$ cat src/rtl/axi4_lite_slave_regs.sv
`default_nettype none
// ============================================================================
// axi4_lite_slave_regs : AXI4-Lite responder over NUM_REGS 32-bit registers;
// define AXIL_SLV_ADDR_CHECK_EN to answer out-of-range accesses with SLVERR.
// Revision 1.0
// ============================================================================
module axi4_lite_slave_regs #(
  parameter  int NUM_REGS = 8,
  localparam int IDX_W    = $clog2(NUM_REGS)
) (
  input  logic                     clk,
  input  logic                     rst,
  input  logic [31:0]              S_AXI_AWADDR,
  input  logic                     S_AXI_AWVALID,
  output logic                     S_AXI_AWREADY,
  input  logic [31:0]              S_AXI_WDATA,
  input  logic [3:0]               S_AXI_WSTRB,
  input  logic                     S_AXI_WVALID,
  output logic                     S_AXI_WREADY,
  output logic [1:0]               S_AXI_BRESP,
  output logic                     S_AXI_BVALID,
  input  logic                     S_AXI_BREADY,
  input  logic [31:0]              S_AXI_ARADDR,
  input  logic                     S_AXI_ARVALID,
  output logic                     S_AXI_ARREADY,
  output logic [31:0]              S_AXI_RDATA,
  output logic [1:0]               S_AXI_RRESP,
  output logic                     S_AXI_RVALID,
  input  logic                     S_AXI_RREADY,
  output logic [32*NUM_REGS-1:0]   REG_OUT,
  output logic [NUM_REGS-1:0]      REG_WR_PULSE
);

  typedef enum logic [0:0] {W_IDLE = 1'b0, W_RESP = 1'b1} w_state_t;
  typedef enum logic [0:0] {R_IDLE = 1'b0, R_RESP = 1'b1} r_state_t;

  localparam logic [1:0] RESP_OKAY   = 2'b00;
  localparam logic [1:0] RESP_SLVERR = 2'b10;

  w_state_t    w_state;
  r_state_t    r_state;
  logic [31:0] regs [NUM_REGS];
  logic        aw_held, w_held;
  logic [31:0] aw_addr, w_data;
  logic [3:0]  w_strb;

  logic             aw_hs, w_hs, ar_hs, wr_commit, wr_err, rd_err;
  logic [31:0]      wr_addr, wr_data;
  logic [3:0]       wr_strb;
  logic [IDX_W-1:0] wr_idx, rd_idx;

  assign S_AXI_AWREADY = (w_state == W_IDLE) && !aw_held;
  assign S_AXI_WREADY  = (w_state == W_IDLE) && !w_held;
  assign S_AXI_ARREADY = (r_state == R_IDLE);

  assign aw_hs = S_AXI_AWVALID && S_AXI_AWREADY;
  assign w_hs  = S_AXI_WVALID && S_AXI_WREADY;
  assign ar_hs = S_AXI_ARVALID && S_AXI_ARREADY;

  // A held beat takes priority; otherwise the beat arriving this cycle is used.
  assign wr_commit = (aw_held || aw_hs) && (w_held || w_hs);
  assign wr_addr   = aw_held ? aw_addr : S_AXI_AWADDR;
  assign wr_data   = w_held ? w_data : S_AXI_WDATA;
  assign wr_strb   = w_held ? w_strb : S_AXI_WSTRB;
  assign wr_idx    = wr_addr[IDX_W+1:2];
  assign rd_idx    = S_AXI_ARADDR[IDX_W+1:2];

`ifdef AXIL_SLV_ADDR_CHECK_EN
  assign wr_err = |wr_addr[31:IDX_W+2];
  assign rd_err = |S_AXI_ARADDR[31:IDX_W+2];
`else
  assign wr_err = 1'b0;
  assign rd_err = 1'b0;
`endif

  logic unused_addr_bits;
  assign unused_addr_bits = ^{wr_addr[31:IDX_W+2], wr_addr[1:0],
                              S_AXI_ARADDR[31:IDX_W+2], S_AXI_ARADDR[1:0]};

  always_ff @(posedge clk or posedge rst) begin
    if (rst) begin
      w_state      <= W_IDLE;
      aw_held      <= 1'b0;
      w_held       <= 1'b0;
      aw_addr      <= '0;
      w_data       <= '0;
      w_strb       <= '0;
      S_AXI_BVALID <= 1'b0;
      S_AXI_BRESP  <= RESP_OKAY;
      REG_WR_PULSE <= '0;
      for (int i = 0; i < NUM_REGS; i++) regs[i] <= '0;
    end else begin
      REG_WR_PULSE <= '0;
      case (w_state)
        W_IDLE: begin
          if (wr_commit) begin
            aw_held      <= 1'b0;
            w_held       <= 1'b0;
            S_AXI_BVALID <= 1'b1;
            S_AXI_BRESP  <= wr_err ? RESP_SLVERR : RESP_OKAY;
            w_state      <= W_RESP;
            if (!wr_err) begin
              REG_WR_PULSE[wr_idx] <= 1'b1;
              for (int k = 0; k < 4; k++)
                if (wr_strb[k]) regs[wr_idx][8*k +: 8] <= wr_data[8*k +: 8];
            end
          end else begin
            if (aw_hs) begin
              aw_held <= 1'b1;
              aw_addr <= S_AXI_AWADDR;
            end
            if (w_hs) begin
              w_held <= 1'b1;
              w_data <= S_AXI_WDATA;
              w_strb <= S_AXI_WSTRB;
            end
          end
        end
        W_RESP: begin
          if (S_AXI_BREADY) begin
            S_AXI_BVALID <= 1'b0;
            w_state      <= W_IDLE;
          end
        end
        default: w_state <= W_IDLE;
      endcase
    end
  end

  // Nonblocking read of regs returns the pre-write value on a same-edge commit.
  always_ff @(posedge clk or posedge rst) begin
    if (rst) begin
      r_state      <= R_IDLE;
      S_AXI_RVALID <= 1'b0;
      S_AXI_RDATA  <= '0;
      S_AXI_RRESP  <= RESP_OKAY;
    end else begin
      case (r_state)
        R_IDLE: begin
          if (ar_hs) begin
            S_AXI_RDATA  <= rd_err ? 32'h0 : regs[rd_idx];
            S_AXI_RRESP  <= rd_err ? RESP_SLVERR : RESP_OKAY;
            S_AXI_RVALID <= 1'b1;
            r_state      <= R_RESP;
          end
        end
        R_RESP: begin
          if (S_AXI_RREADY) begin
            S_AXI_RVALID <= 1'b0;
            r_state      <= R_IDLE;
          end
        end
        default: r_state <= R_IDLE;
      endcase
    end
  end

  for (genvar i = 0; i < NUM_REGS; i++) begin : g_reg_out
    assign REG_OUT[32*i +: 32] = regs[i];
  end

endmodule
`default_nettype wire

$ cat config.mk
export PLATFORM = sky130hd
export DESIGN_NAME = axi4_lite_slave_regs
export DESIGN_NICKNAME = d
export VERILOG_FILES = /design/src/rtl/axi4_lite_slave_regs.sv
export SDC_FILE = /design/constraint.sdc
export NUM_CORES = 1
export LEC_CHECK = 0
export BUFFER_PORTS_ARGS = -buffer_cell sky130_fd_sc_hd__buf_2
export CORE_ASPECT_RATIO = 0.75
export CORE_MARGIN = 2
export CORE_UTILIZATION = 48
export DETAILED_ROUTE_END_ITERATION = 16
export PLACE_DENSITY_LB_ADDON = 0.3
export SYNTH_ARGS = -nofsm -noshare
export SYNTH_HDL_FRONTEND = slang
export SYNTH_SLANG_ARGS = --single-unit
export TNS_END_PERCENT = 100
$ cat constraint.sdc
create_clock -name clk -period 11.16 [get_ports clk]
set_clock_uncertainty 0.2 [all_clocks]
set_input_delay 1.674 -clock clk [delete_from_list [all_inputs] [get_ports clk]]
set_output_delay 1.674 -clock clk [all_outputs]
set_load 0.005 [all_outputs]
==> results.py <==
metrics = {
    "clock_network": {
        "ctsResizeCount": 0,
        "numCtsBuffers": 36,
        "clk-insertion-delay-late_ns": 0.52,
        "htreeDepth": 2,
        "cts_hold_buf": 0,
        "clkTransAtPathRegs_ns": 0.06,
        "cts_sinks": 341,
        "post_cts_buffers": 0,
        "cts_tree": "done",
        "clockRootBuffer": "clkbuf_16",
        "clockBufferDepth": 3,
    },
    "logic_synthesis": {
        "synth-edff-count": 0,
        "ys_types": 27,
        "synthesis.area_mm2": 0.0153,
        "yosys_warnings": 0,
        "synth_seq_cells": 341,
        "ys_async_sr_fraction": 1.00,
        "syn_inst": 1104,
        "avgSynthCellArea_um2": 13.9,
        "yosysSeqAreaShare": 0.558,
        "ys.flop_type": "dfrtp_1",
    },
    "global_routing": {
        "grt_max_degree": 181,
        "grt_pass1_wl_um": 66300,
        "grt_pass1_vias": 10700,
        "antenna_found_initial": 6,
        "grt-ovfl-total": 0,
        "grt.total_usage": 0.265,
    },
    "final_layout": {
        "area_growth_pct": 21.6,
        "nNetsFinal": 1559,
        "multi_input_area_mm2": 0.00658,
        "mostFrequentLayoutCells": "buf_2, dfrtp_1, mux2_2",
        "fillers": 2568,
        "final-seq-area_mm2": 0.00853,
        "final_common_cell": "buf_2",
        "drive_above_1_share": 0.522,
        "final_cell_area_mm2": 0.0186,
    },
    "placement": {
        "portBuffers": 349,
        "gp_congestion": 0.807,
        "post_dp_cell_area_mm2": 0.0175,
        "hpwl_um": 28800,
        "dp_slack_ns": 6.82,
    },
    "sta": {
        "period_minus_slack_ns": 3.83,
        "worst_slack_ns": 7.33,
        "slew_violations": 0,
        "maxSlewHeadroom": 0.143,
        "rsz0062_at_grt": "false",
        "period_share": 0.343,
        "tns_ns": 0,
        "hold_viol_final": 0,
        "fmax_ghz": 0.261,
        "whs_ns": 0.276,
        "setup_viol": 0,
        "worst_slew_pin_slew_ns": 1.28,
    },
    "critical_path": {
        "endpoint_kind": "register",
        "crit_path_max_fanout": 69,
        "required_ns": 11.35,
        "crit_arrival_ns": 4.02,
        "critPathLaunchType": "input pin",
        "crit_type": "input pin to register",
    },
    "floorplan": {
        "coreArea_mm2": 0.0313,
        "dieArea_mm2": 0.0333,
        "rows": 56,
        "start_util": 0.488,
        "dieHeight_um": 159,
        "io_pins": 412,
        "die_w_um": 210,
    },
    "route": {
        "wirelength_um": 44400,
        "viasPerCell": 5.66,
        "wl_per_cell_um": 23.6,
        "vias": 10700,
        "drt_pre_antenna_iters": 5,
        "drcViolationCount": 0,
        "antenna_left": 0,
        "drt_iter0_drc": 581,
    },
    "worst_hold_path": {
        "hp-class": "register to register",
    },
    "power": {
        "peakVddDrop_uv": 146,
        "p_per_area_mw_per_mm2": 272,
        "p_total_uw": 5050,
        "leakagePower_uw": 0.00964,
    },
    "outcome": {
        "status": "complete, no violations",
    },
    "run": {
        "drv_cap": 0,
    },
}
-- Yosys cell counts (all sizes together), types with 6 or more instances --
library cell	count	area share
dfrtp	341	0.56
mux2	327	0.24
mux2i	133	0.087
nand2	103	0.031
a22oi	64	0.031
nand3	34	0.011
clkbuf	27	0.0066
buf	24	0.0083
nor2	13	0.0032
nor4	8	0.011
and3	6	0.0025
inv	6	0.0015
-- power by group --
part | leakage (µW) | switching (µW) | internal [µW]
Combinational | 0.00472 | 862 | 908
Sequential | 0.00438 | 387 | 1770
Clock | 0.000539 | 472 | 656
Total | 0.00964 | 1720 | 3330
-- state kept, by name, summed over array words and instances, names as in the netlist --
register and cells:
w_state 1, w_strb 4, S_AXI_RVALID 1, aw_held 1
r_state 1, REG_WR_PULSE 8, S_AXI_RDATA 32, w_held 1
aw_addr 3, S_AXI_BVALID 1, w_data 32, REG_OUT 256
-- critical path: stages --
cell and delay, ns:
buf_6 0.61, buf_4 0.90, mux2i_1 0.30, a22oi_1 0.12
nand3_1 0.16, nand2_1 0.06
-- cells by family after synthesis --
group	count (synthesis)	synth area share
other	1	0.000245
AOI/OAI and AO/OA	76	0.0373
buffers and inverters	57	0.0164
DFF	341	0.558
muxes	460	0.328
and+or+nand+nor	169	0.0605
-- metrics by stage --
| step | std cells | utilization |
|---|---|---|
| finish | 1883 | 0.594 |
| global route | 1879 | 0.594 |
| CTS | 1877 | 0.593 |
| detailed placement | 1820 | 0.559 |
| global placement | 1820 | 0.559 |
| floorplan | 1107 | - |
-- metal layers --
| layer | up-vias | part of all wire | global-route usage |
|---|---|---|---|
| li1 | 4736 | - | - |
| met1 | 5495 | 0.44 | 0.366 |
| met2 | 359 | 0.45 | 0.406 |
| met3 | 70 | 0.080 | 0.0791 |
| met4 | 2 | 0.023 | 0.0787 |
| met5 | - | 0.00036 | 0 |
-- area by class of cell --
type,instances,share of cell area
timing repair buffer,358,0.0992
multi-input combinational,709,0.354
tap,406,0.0273
clock buffer,53,0.0573
clock inverter,4,0.00128
sequential,341,0.459
inverter,6,0.00141
antenna,6,0.000807
-- worst paths after layout --
| check | from | end | slack, ns | cells after the start |
|---|---|---|---|---|
| min in group asynchronous | rst | REG_OUT[213] | 1.17 | 3 |
| hold / removal | S_AXI_RDATA[27] | S_AXI_RDATA[27] | 0.28 | 2 |
| max in group asynchronous | rst | REG_OUT[196] | 8.00 | 4 |
| hold reg to reg | S_AXI_RDATA[27] | S_AXI_RDATA[27] | 0.28 | 2 |
| setup / recovery | S_AXI_ARADDR[2] | S_AXI_RDATA[21] | 7.33 | 6 |
| setup reg to reg | aw_held | REG_OUT[64] | 8.30 | 3 |
No activity file was read; power rests on OpenSTA's default activity.
